### src/rtl/wb_interconnect_rr_arb.sv
// ---------------------------------------------------------------------------
// wb_interconnect_rr_arb
//
// Per-target round-robin arbiter for the combinational NxN Wishbone
// interconnect. It takes the per-target request vector produced by the
// address decode and issues a registered one-hot grant. The grant is held for
// the whole Wishbone cycle.
//
// Tenure ends in one of three ways:
//   - the owner drops its request;
//   - the ack-count burst limit is reached while another initiator waits;
//   - the no-ack watchdog expires (optional).
//
// Every release passes through one IDLE cycle. The target therefore never
// sees the address switch in the middle of a cycle.
//
// Optional feature macro: WB_ARB_TIMEOUT_EN
//   Defined   : a no-ack watchdog of TIMEOUT_CYCLES cycles releases the owner
//               and pulses 'timeout' for one cycle.
//   Undefined : no watchdog flops, 'timeout' is tied low, and a target that
//               never acks holds the grant forever.
// ---------------------------------------------------------------------------
module wb_interconnect_rr_arb #(
  parameter int N_REQ          = 2,
  parameter int MAX_BURST      = 4,
  parameter int TIMEOUT_CYCLES = 256,
  localparam int ID_W          = (N_REQ > 1) ? $clog2(N_REQ) : 1
) (
  input  logic             clock,
  input  logic             reset,
  input  logic [N_REQ-1:0] req,
  input  logic             ack,
  output logic [N_REQ-1:0] gnt,
  output logic [ID_W-1:0]  gnt_id,
  output logic             gnt_valid,
  output logic             timeout
);

  // Burst counter only needs to reach MAX_BURST-1; MAX_BURST==0 disables it.
  localparam int              BC_W           = (MAX_BURST > 1) ? $clog2(MAX_BURST) : 1;
  localparam logic [BC_W-1:0] BURST_LAST     = (MAX_BURST > 1) ? BC_W'(MAX_BURST - 1) : {BC_W{1'b0}};
  localparam bit              BURST_LIMIT_EN = (MAX_BURST != 0);
  localparam logic [ID_W-1:0] LAST_ID_RST    = ID_W'(N_REQ - 1);

`ifdef WB_ARB_TIMEOUT_EN
  localparam int            WD_W    = $clog2(TIMEOUT_CYCLES + 1);
  localparam logic [WD_W-1:0] WD_LAST = WD_W'(TIMEOUT_CYCLES - 1);
`endif

  typedef enum logic [0:0] {
    ST_IDLE = 1'b0,
    ST_OWN  = 1'b1
  } state_t;

  state_t            state_r;
  logic [N_REQ-1:0]  gnt_r;
  logic [ID_W-1:0]   gnt_id_r;
  logic              gnt_valid_r;
  logic              timeout_r;
  logic [ID_W-1:0]   last_id_r;
  logic [BC_W-1:0]   burst_cnt_r;
`ifdef WB_ARB_TIMEOUT_EN
  logic [WD_W-1:0]   wd_cnt_r;
`endif

  logic              pick_found_s;
  logic [ID_W-1:0]   pick_id_s;
  logic [N_REQ-1:0]  pick_onehot_s;
  logic              owner_req_s;
  logic              others_req_s;
  logic              burst_rel_s;
  logic              wd_fire_s;
  logic              release_s;

  // Round-robin search: the lowest requester strictly above 'last' wins.
  // Otherwise the lowest requester overall wins (wrap-around).
  // Returns {found, id}.
  function automatic logic [ID_W:0] rr_pick(input logic [N_REQ-1:0] r,
                                            input logic [ID_W-1:0]  last);
    logic            hi_found;
    logic            lo_found;
    logic [ID_W-1:0] hi_id;
    logic [ID_W-1:0] lo_id;
    hi_found = 1'b0;
    lo_found = 1'b0;
    hi_id    = {ID_W{1'b0}};
    lo_id    = {ID_W{1'b0}};
    for (int i = N_REQ - 1; i >= 0; i--) begin
      if (r[i]) begin
        lo_found = 1'b1;
        lo_id    = ID_W'(i);
        if (ID_W'(i) > last) begin
          hi_found = 1'b1;
          hi_id    = ID_W'(i);
        end
      end
    end
    if (hi_found) begin
      return {1'b1, hi_id};
    end else begin
      return {lo_found, lo_id};
    end
  endfunction

  // Index to one-hot decode.
  function automatic logic [N_REQ-1:0] id_to_onehot(input logic [ID_W-1:0] id);
    logic [N_REQ-1:0] oh;
    oh = {N_REQ{1'b0}};
    for (int i = 0; i < N_REQ; i++) begin
      oh[i] = (ID_W'(i) == id);
    end
    return oh;
  endfunction

  // Next-winner selection and release decision for the current cycle.
  always_comb begin
    {pick_found_s, pick_id_s} = rr_pick(req, last_id_r);
    pick_onehot_s = id_to_onehot(pick_id_s);
    // gnt_r is one-hot, so this equals req[gnt_id_r] without a variable index.
    owner_req_s   = |(req & gnt_r);
    others_req_s  = |(req & ~gnt_r);
    if (BURST_LIMIT_EN && ack && (burst_cnt_r == BURST_LAST) && others_req_s) begin
      burst_rel_s = 1'b1;
    end else begin
      burst_rel_s = 1'b0;
    end
`ifdef WB_ARB_TIMEOUT_EN
    if (!ack && (wd_cnt_r == WD_LAST)) begin
      wd_fire_s = 1'b1;
    end else begin
      wd_fire_s = 1'b0;
    end
`else
    wd_fire_s = 1'b0;
`endif
    release_s = !owner_req_s || wd_fire_s || burst_rel_s;
  end

  // Arbiter FSM with registered grant, counters and timeout pulse.
  always_ff @(posedge clock) begin
    if (reset) begin
      state_r     <= ST_IDLE;
      gnt_r       <= {N_REQ{1'b0}};
      gnt_id_r    <= {ID_W{1'b0}};
      gnt_valid_r <= 1'b0;
      timeout_r   <= 1'b0;
      last_id_r   <= LAST_ID_RST;
      burst_cnt_r <= {BC_W{1'b0}};
`ifdef WB_ARB_TIMEOUT_EN
      wd_cnt_r    <= {WD_W{1'b0}};
`endif
    end else begin
      timeout_r <= 1'b0;
      case (state_r)
        ST_IDLE: begin
          if (pick_found_s) begin
            state_r     <= ST_OWN;
            gnt_r       <= pick_onehot_s;
            gnt_id_r    <= pick_id_s;
            gnt_valid_r <= 1'b1;
            last_id_r   <= pick_id_s;
            burst_cnt_r <= {BC_W{1'b0}};
`ifdef WB_ARB_TIMEOUT_EN
            wd_cnt_r    <= {WD_W{1'b0}};
`endif
          end else begin
            gnt_r       <= {N_REQ{1'b0}};
            gnt_id_r    <= {ID_W{1'b0}};
            gnt_valid_r <= 1'b0;
          end
        end
        ST_OWN: begin
          if (release_s) begin
            // The owner keeps its round-robin slot, so the next requester wins.
            state_r     <= ST_IDLE;
            gnt_r       <= {N_REQ{1'b0}};
            gnt_id_r    <= {ID_W{1'b0}};
            gnt_valid_r <= 1'b0;
            // Request drop has priority: a watchdog hit in that cycle is silent.
            timeout_r   <= owner_req_s && wd_fire_s;
          end else if (ack) begin
            if (burst_cnt_r != BURST_LAST) begin
              burst_cnt_r <= burst_cnt_r + 1'b1;
            end else begin
              burst_cnt_r <= burst_cnt_r;
            end
`ifdef WB_ARB_TIMEOUT_EN
            wd_cnt_r    <= {WD_W{1'b0}};
`endif
          end else begin
`ifdef WB_ARB_TIMEOUT_EN
            wd_cnt_r    <= wd_cnt_r + 1'b1;
`endif
            burst_cnt_r <= burst_cnt_r;
          end
        end
        default: begin
          state_r     <= ST_IDLE;
          gnt_r       <= {N_REQ{1'b0}};
          gnt_id_r    <= {ID_W{1'b0}};
          gnt_valid_r <= 1'b0;
        end
      endcase
    end
  end

  assign gnt       = gnt_r;
  assign gnt_id    = gnt_id_r;
  assign gnt_valid = gnt_valid_r;
  assign timeout   = timeout_r;

endmodule
### config.mk
export PLATFORM = sky130hd
export DESIGN_NAME = wb_interconnect_rr_arb
export DESIGN_NICKNAME = d
export VERILOG_FILES = /design/src/rtl/wb_interconnect_rr_arb.sv
export SDC_FILE = /design/constraint.sdc
export NUM_CORES = 1
export LEC_CHECK = 0
export ABC_AREA = 1
export BUFFER_PORTS_ARGS = -buffer_cell sky130_fd_sc_hd__buf_2
export CAP_MARGIN = 20
export CORE_AREA = 2 2 39 41
export CTS_CLUSTER_DIAMETER = 40
export CTS_CLUSTER_SIZE = 16
export DETAILED_ROUTE_END_ITERATION = 12
export DIE_AREA = 0 0 41 43
export SYNTH_ARGS = -nofsm -noshare
export SYNTH_HDL_FRONTEND = slang
export SYNTH_SLANG_ARGS = --single-unit
### constraint.sdc
create_clock -name clock -period 1.51 [get_ports clock]
set_clock_uncertainty 0.2 [all_clocks]
set_input_delay 0.151 -clock clock [delete_from_list [all_inputs] [get_ports clock]]
set_output_delay 0.151 -clock clock [all_outputs]
set_load 0.005 [all_outputs]
== Word level (Yosys, flattened, before mapping) ==
Index checks and enable logic that the tools add are counted.

* Output and inout port bits: 5
* Bits in registers: 8
* Memory bits (writable): 0
* Bits in read-only memories: 0
* Bits in latches: 0
* Word-level logic and storage cells: 55
* Input bits: 5
* Memories kept: 0

* Div/mod/pow operators: 0
* $lt $le $gt $ge: 2
* Equal/unequal tests: 7
* Multipliers: 0
* Add/subtract/negate cells: 1
* Bitwise gates (word level): 5
* Shift operators: 0
* Multiplexer cells: 26
* Reductions and logical operators: 8

{| class="wikitable"
|+ Operators with widths
! kind !! number
|-
| 2-to-1 mux 1 bit || 14
|-
| 2-to-1 mux 2 bit || 7
|-
| != test 2 bit, second input constant || 4
|-
| case mux 2 bit (2 select lines) || 2
|-
| case mux 1 bit (2 select lines) || 3
|-
| bitwise AND 2 bit || 2
|-
| != test 2 x 1 -> 1 bit, second input constant || 2
|-
| AND reduction 4 bit || 1
|-
| OR reduction 2 bit || 2
|-
| adder 2 x 1 -> 2 bit, second input constant || 1
|-
| == test 2 bit, second input constant || 1
|-
| greater-than comparator 1 bit, first input constant || 2
|-
| logical AND 1 bit || 2
|-
| inverter 1 bit || 2
|-
| inverter 2 bit || 1
|-
| AND reduction 2 bit || 1
|-
| zero test 1 bit || 1
|-
| logical OR 1 bit || 1
|}

== Logic depth before layout (Yosys ltp) ==
* Word-level depth: 9
* Depth in mapped cells: 6
* Mapped depth without buffers: 6

== Worst setup path after synthesis ==
OpenSTA, ideal clock, no wires.

* Path type: reg2reg
* Start: reg burst_cnt_r[0]
* End: reg burst_cnt_r[0]
* Clock period less this slack: 1.208 ns
* Path slack: 0.302 ns
* Cell stages (with the launch flop): 6
* Setup time: 0.114 ns
* Arrival: 0.895 ns
* Path buffers: 0
* Required time: 1.196 ns
* Cells stage by stage: dfxtp_1 > ha_1 > nor2_1 > nand3_1 > a21oi_1 > nor2_1

* Word-level cells in the longest chain between the ends: 7
* Elaborated cells on any way between the ends: 14
* Classes of those cells: 1 x add/sub; 4 x eq/ne; 5 x mux; 4 x reduce/logical

{| class="wikitable"
|+ Ends and longest elaborated chain
! element !! RTL line !! RTL
|-
| start, declared || 61 || <nowiki>logic [BC_W-1:0] burst_cnt_r;</nowiki>
|-
| start signal, assigned || 148 || <nowiki>burst_cnt_r <= {BC_W{1'b0}};</nowiki>
|-
| start signal, assigned || 162 || <nowiki>burst_cnt_r <= {BC_W{1'b0}};</nowiki>
|-
| start signal, assigned || 183 || <nowiki>burst_cnt_r <= burst_cnt_r + 1'b1;</nowiki>
|-
| parallel branches: the longest is 7 deep, another holds adder 2 x 1 -> 2 bit || n/a ||
|}

Several ways; the timed one is not identified. The select of a mux whose other input is x is not followed.
A chain may end at the register's enable or synchronous reset.

== Final worst setup path ==
* Start: reg burst_cnt_r[1]
* End: reg burst_cnt_r[0]

* Word-level cells in the longest chain between the ends: 7
* Elaborated cells on any way between the ends: 9
* Classes of those cells: 4 x eq/ne; 1 x mux; 4 x reduce/logical

{| class="wikitable"
|+ Ends and longest elaborated chain
! element !! RTL line !! RTL
|-
| == test 2 bit || 122 || <nowiki>if (BURST_LIMIT_EN && ack && (burst_cnt_r == BURST_LAST) && others_req_s) begin</nowiki>
|-
| logical AND 1 bit (2 in a row) || 122 ||
|-
| 2-to-1 mux 1 bit || 122 ||
|-
| logical OR 1 bit || 136 || <nowiki>release_s = !owner_req_s || wd_fire_s || burst_rel_s;</nowiki>
|-
| != test 2 bit (no source line) || n/a ||
|-
| AND reduction 4 bit (no source line) * || n/a ||
|}

Every way passes the cells marked *; elsewhere a longest branch is shown, timed or not.

==> impl_results.md <==
- CP Class: register to register
- CP bufs+invs: 0
- Tcrit/Tclk final: 86.5%
- Setup tns final: 0 ps
- Hold slack: 26.4 ps
- Via Count: 345
- Ant. Diodes: 0
- Max-cap violations: 0
- # IOs: 10
- # H-tree levels: 1
- Area of the die: 1760 um2
- Top cell by count, worst path: nor2_1
- Yosys Warn Count: 0
- Post-route ant nets: 0
- Status: complete, no violations
- Initial Util: 25.0%
- Wirelength per Cell: 9.43 um
- Global placement routability congestion: 0.676
- Yosys reg bits: 7
- Max Root-Sink Buffers: 2
- Final wirelength: 726 um
- Hold Fails Final Rpt: 0
- Fillers: 170
- DRC violations left: 0
- Clock Pin Slew Worst Setup and Hold Paths: 60 ps
- Worst setup EP type: register
- Via density per instance: 4.48
- Port buffer count: 8
- Vias in the first global route: 270
- Overflow after GRT: 0
- CTS Sinks: 7
- Post-Place Worst Slack: 223 ps
- RSZ-0062 raised after global routing: no
- Distinct cells, synth: 13
- Row count: 14
- Register area: 140 um2
- First-pass GRT wire length: 1110 um
- CTS tree: built
- Setup WS post-layout: 204 ps
- Pin count of the biggest net entering global routing: 7
- Worst path top cell family by delay: flip-flops
- Die Wd: 41 um
- Sequential cell area fraction in the yosys report: 40.4%
- Period minus WS final: 1310 ps
- Area of the multi-input gates: 165 um2
- NumNets Final: 68
- Critical Path Start Type: register
- Core area: 1380 um2
- Synthesized netlist cell count: 50
- Share of cells above drive strength 1: 21.3%
- Root Driver: clkbuf_4
- Crit path arrival time: 1250 ps
- Die height: 43 um
- Pwr per Cell Area: 1010 nW/um2
- Syn nets: 56
- Total GRT Usage: 10.2%
- Num CTS Buffers: 3
- Drt pass-1 iters: 2
- Area Growth Syn to Fin: 23.8%
- Syn Area/Cell: 6.93 um2
- Critical Path Fanout Max: 3
- Cell Chain, Critical Path: ha_1 -> nor2_1 -> nand3_1 -> a21oi_1 -> nor2_1
- Hold crit path type: input pin to register
- Critical Path RT: 1460 ps
- Max-slew violation count: 0
- Cts repair resizes: 0
- Initial antenna violation count: 0
- Lkg Pwr: 0.219 nW
- Cell Area, Synth: 347 um2
- Clock Latency Late Sink: 260 ps
- DP Wirelength: 525 um
- Iter 0 DRT Violations: 3
- FMAX: 0.766 GHz
- Final Setup Violations: 0
- Crit path max-delay cell type: dfxtp_1
- Max VDD drop: 0.000380 V
- Largest stage delay on the critical path: 320 ps
==> cell families after synthesis <==
group	share of synthesized area, %
other	1.08
adder cells (fa/ha/maj)	3.61
AO/OA/AOI/OAI	14.8
AND/OR/NAND/NOR	28.2
buffers and inverters	11.9
flip-flops	40.4
==> worst paths after layout <==
check,cells past startpoint,endpoint,startpoint,slack [ps]
setup / recovery,5,burst_cnt_r[0]$_SDFFE_PP0P_,burst_cnt_r[1]$_SDFFE_PP0P_,200
hold / removal,3,gnt[0]$_SDFFE_PP0P_,req[1],30
setup reg to reg,5,burst_cnt_r[0]$_SDFFE_PP0P_,burst_cnt_r[1]$_SDFFE_PP0P_,200
hold reg to reg,2,last_id_r$_SDFFE_PP1P_,last_id_r$_SDFFE_PP1P_,260
==> area by class of cell <==
type                    instances  area share (%)
clock buffers                   3            5.25
clock inverters                 1            1.17
inverters                       7            6.12
multi-input cells              34            38.5
flip-flops and latches          7            32.7
well taps                      16            4.66
repair buffers                  9            11.7
==> power by group <==
part	internal [mW]	total (mW)	switching [mW]	leakage [nW]
sequential	0.196	0.205	0.00837	0.0577
combinational	0.0229	0.0539	0.0310	0.143
clock	0.0972	0.175	0.0782	0.0177
total	0.317	0.434	0.118	0.219
==> placed cells by master, fill, tap and decap left out <==
cell,count
nand2_1,13
buf_2,8
inv_1,7
nand3_1,7
dfxtp_1,7
a21oi_1,6
clkbuf_4,3
nor2_1,2
a21oi_2,1
o21ai_1,1
a21o_1,1
nand4_1,1
ha_1,1
conb_1,1
clkinv_2,1
dlygate4sd3_1,1
==> cells in the mapped netlist, drive strengths merged <==
library cell   n  area share (%)
dfxtp          7              40
conb           1             1.1
ha             1             3.6
nand2         13              14
buf            2             4.3
a21oi          7              11
nor2           2             2.2
o21ai          1             1.4
nand4          1             1.8
a21o           1             2.2
nand3          7              10
inv            7             7.6
==> metrics by stage <==
step,std cells,instance area [um2],util [%],power (mW)
6_report,77,429,31.0,0.434
5_1_grt,77,429,31.0,0.457
4_1_cts,77,429,31.0,0.439
3_5_place_dp,72,392,28.3,0.261
3_3_place_gp,72,392,28.3,0.260
2_1_floorplan,50,347,-,0.242
==> per-layer routing <==
metal  up-vias  track usage, %  wire length, um
met2        11            12.2              322
met5         -               0                0
met1       149            12.3              329
li1        181               -                -
met3         4            3.14               38
met4         0            12.0               36
==> repair_timing <==
action	in CTS	in global routing
endpoints found under the hold margin	5	0
hold buffers	1	0
buffers inserted	0	0
setup endpoints to repair	0	0
==> worst min-delay path, cell delays in order <==
cell and delay, ps:
buf_2 120, a21o_1 110, a21oi_1 50
==> registers in the layout, summed over array words and instances, names as in the netlist <==
register and flops:
state_r 1, gnt_id 1, gnt 1, gnt_valid 1, burst_cnt_r 2, last_id_r 1
(Power assumes the default switching activity.)
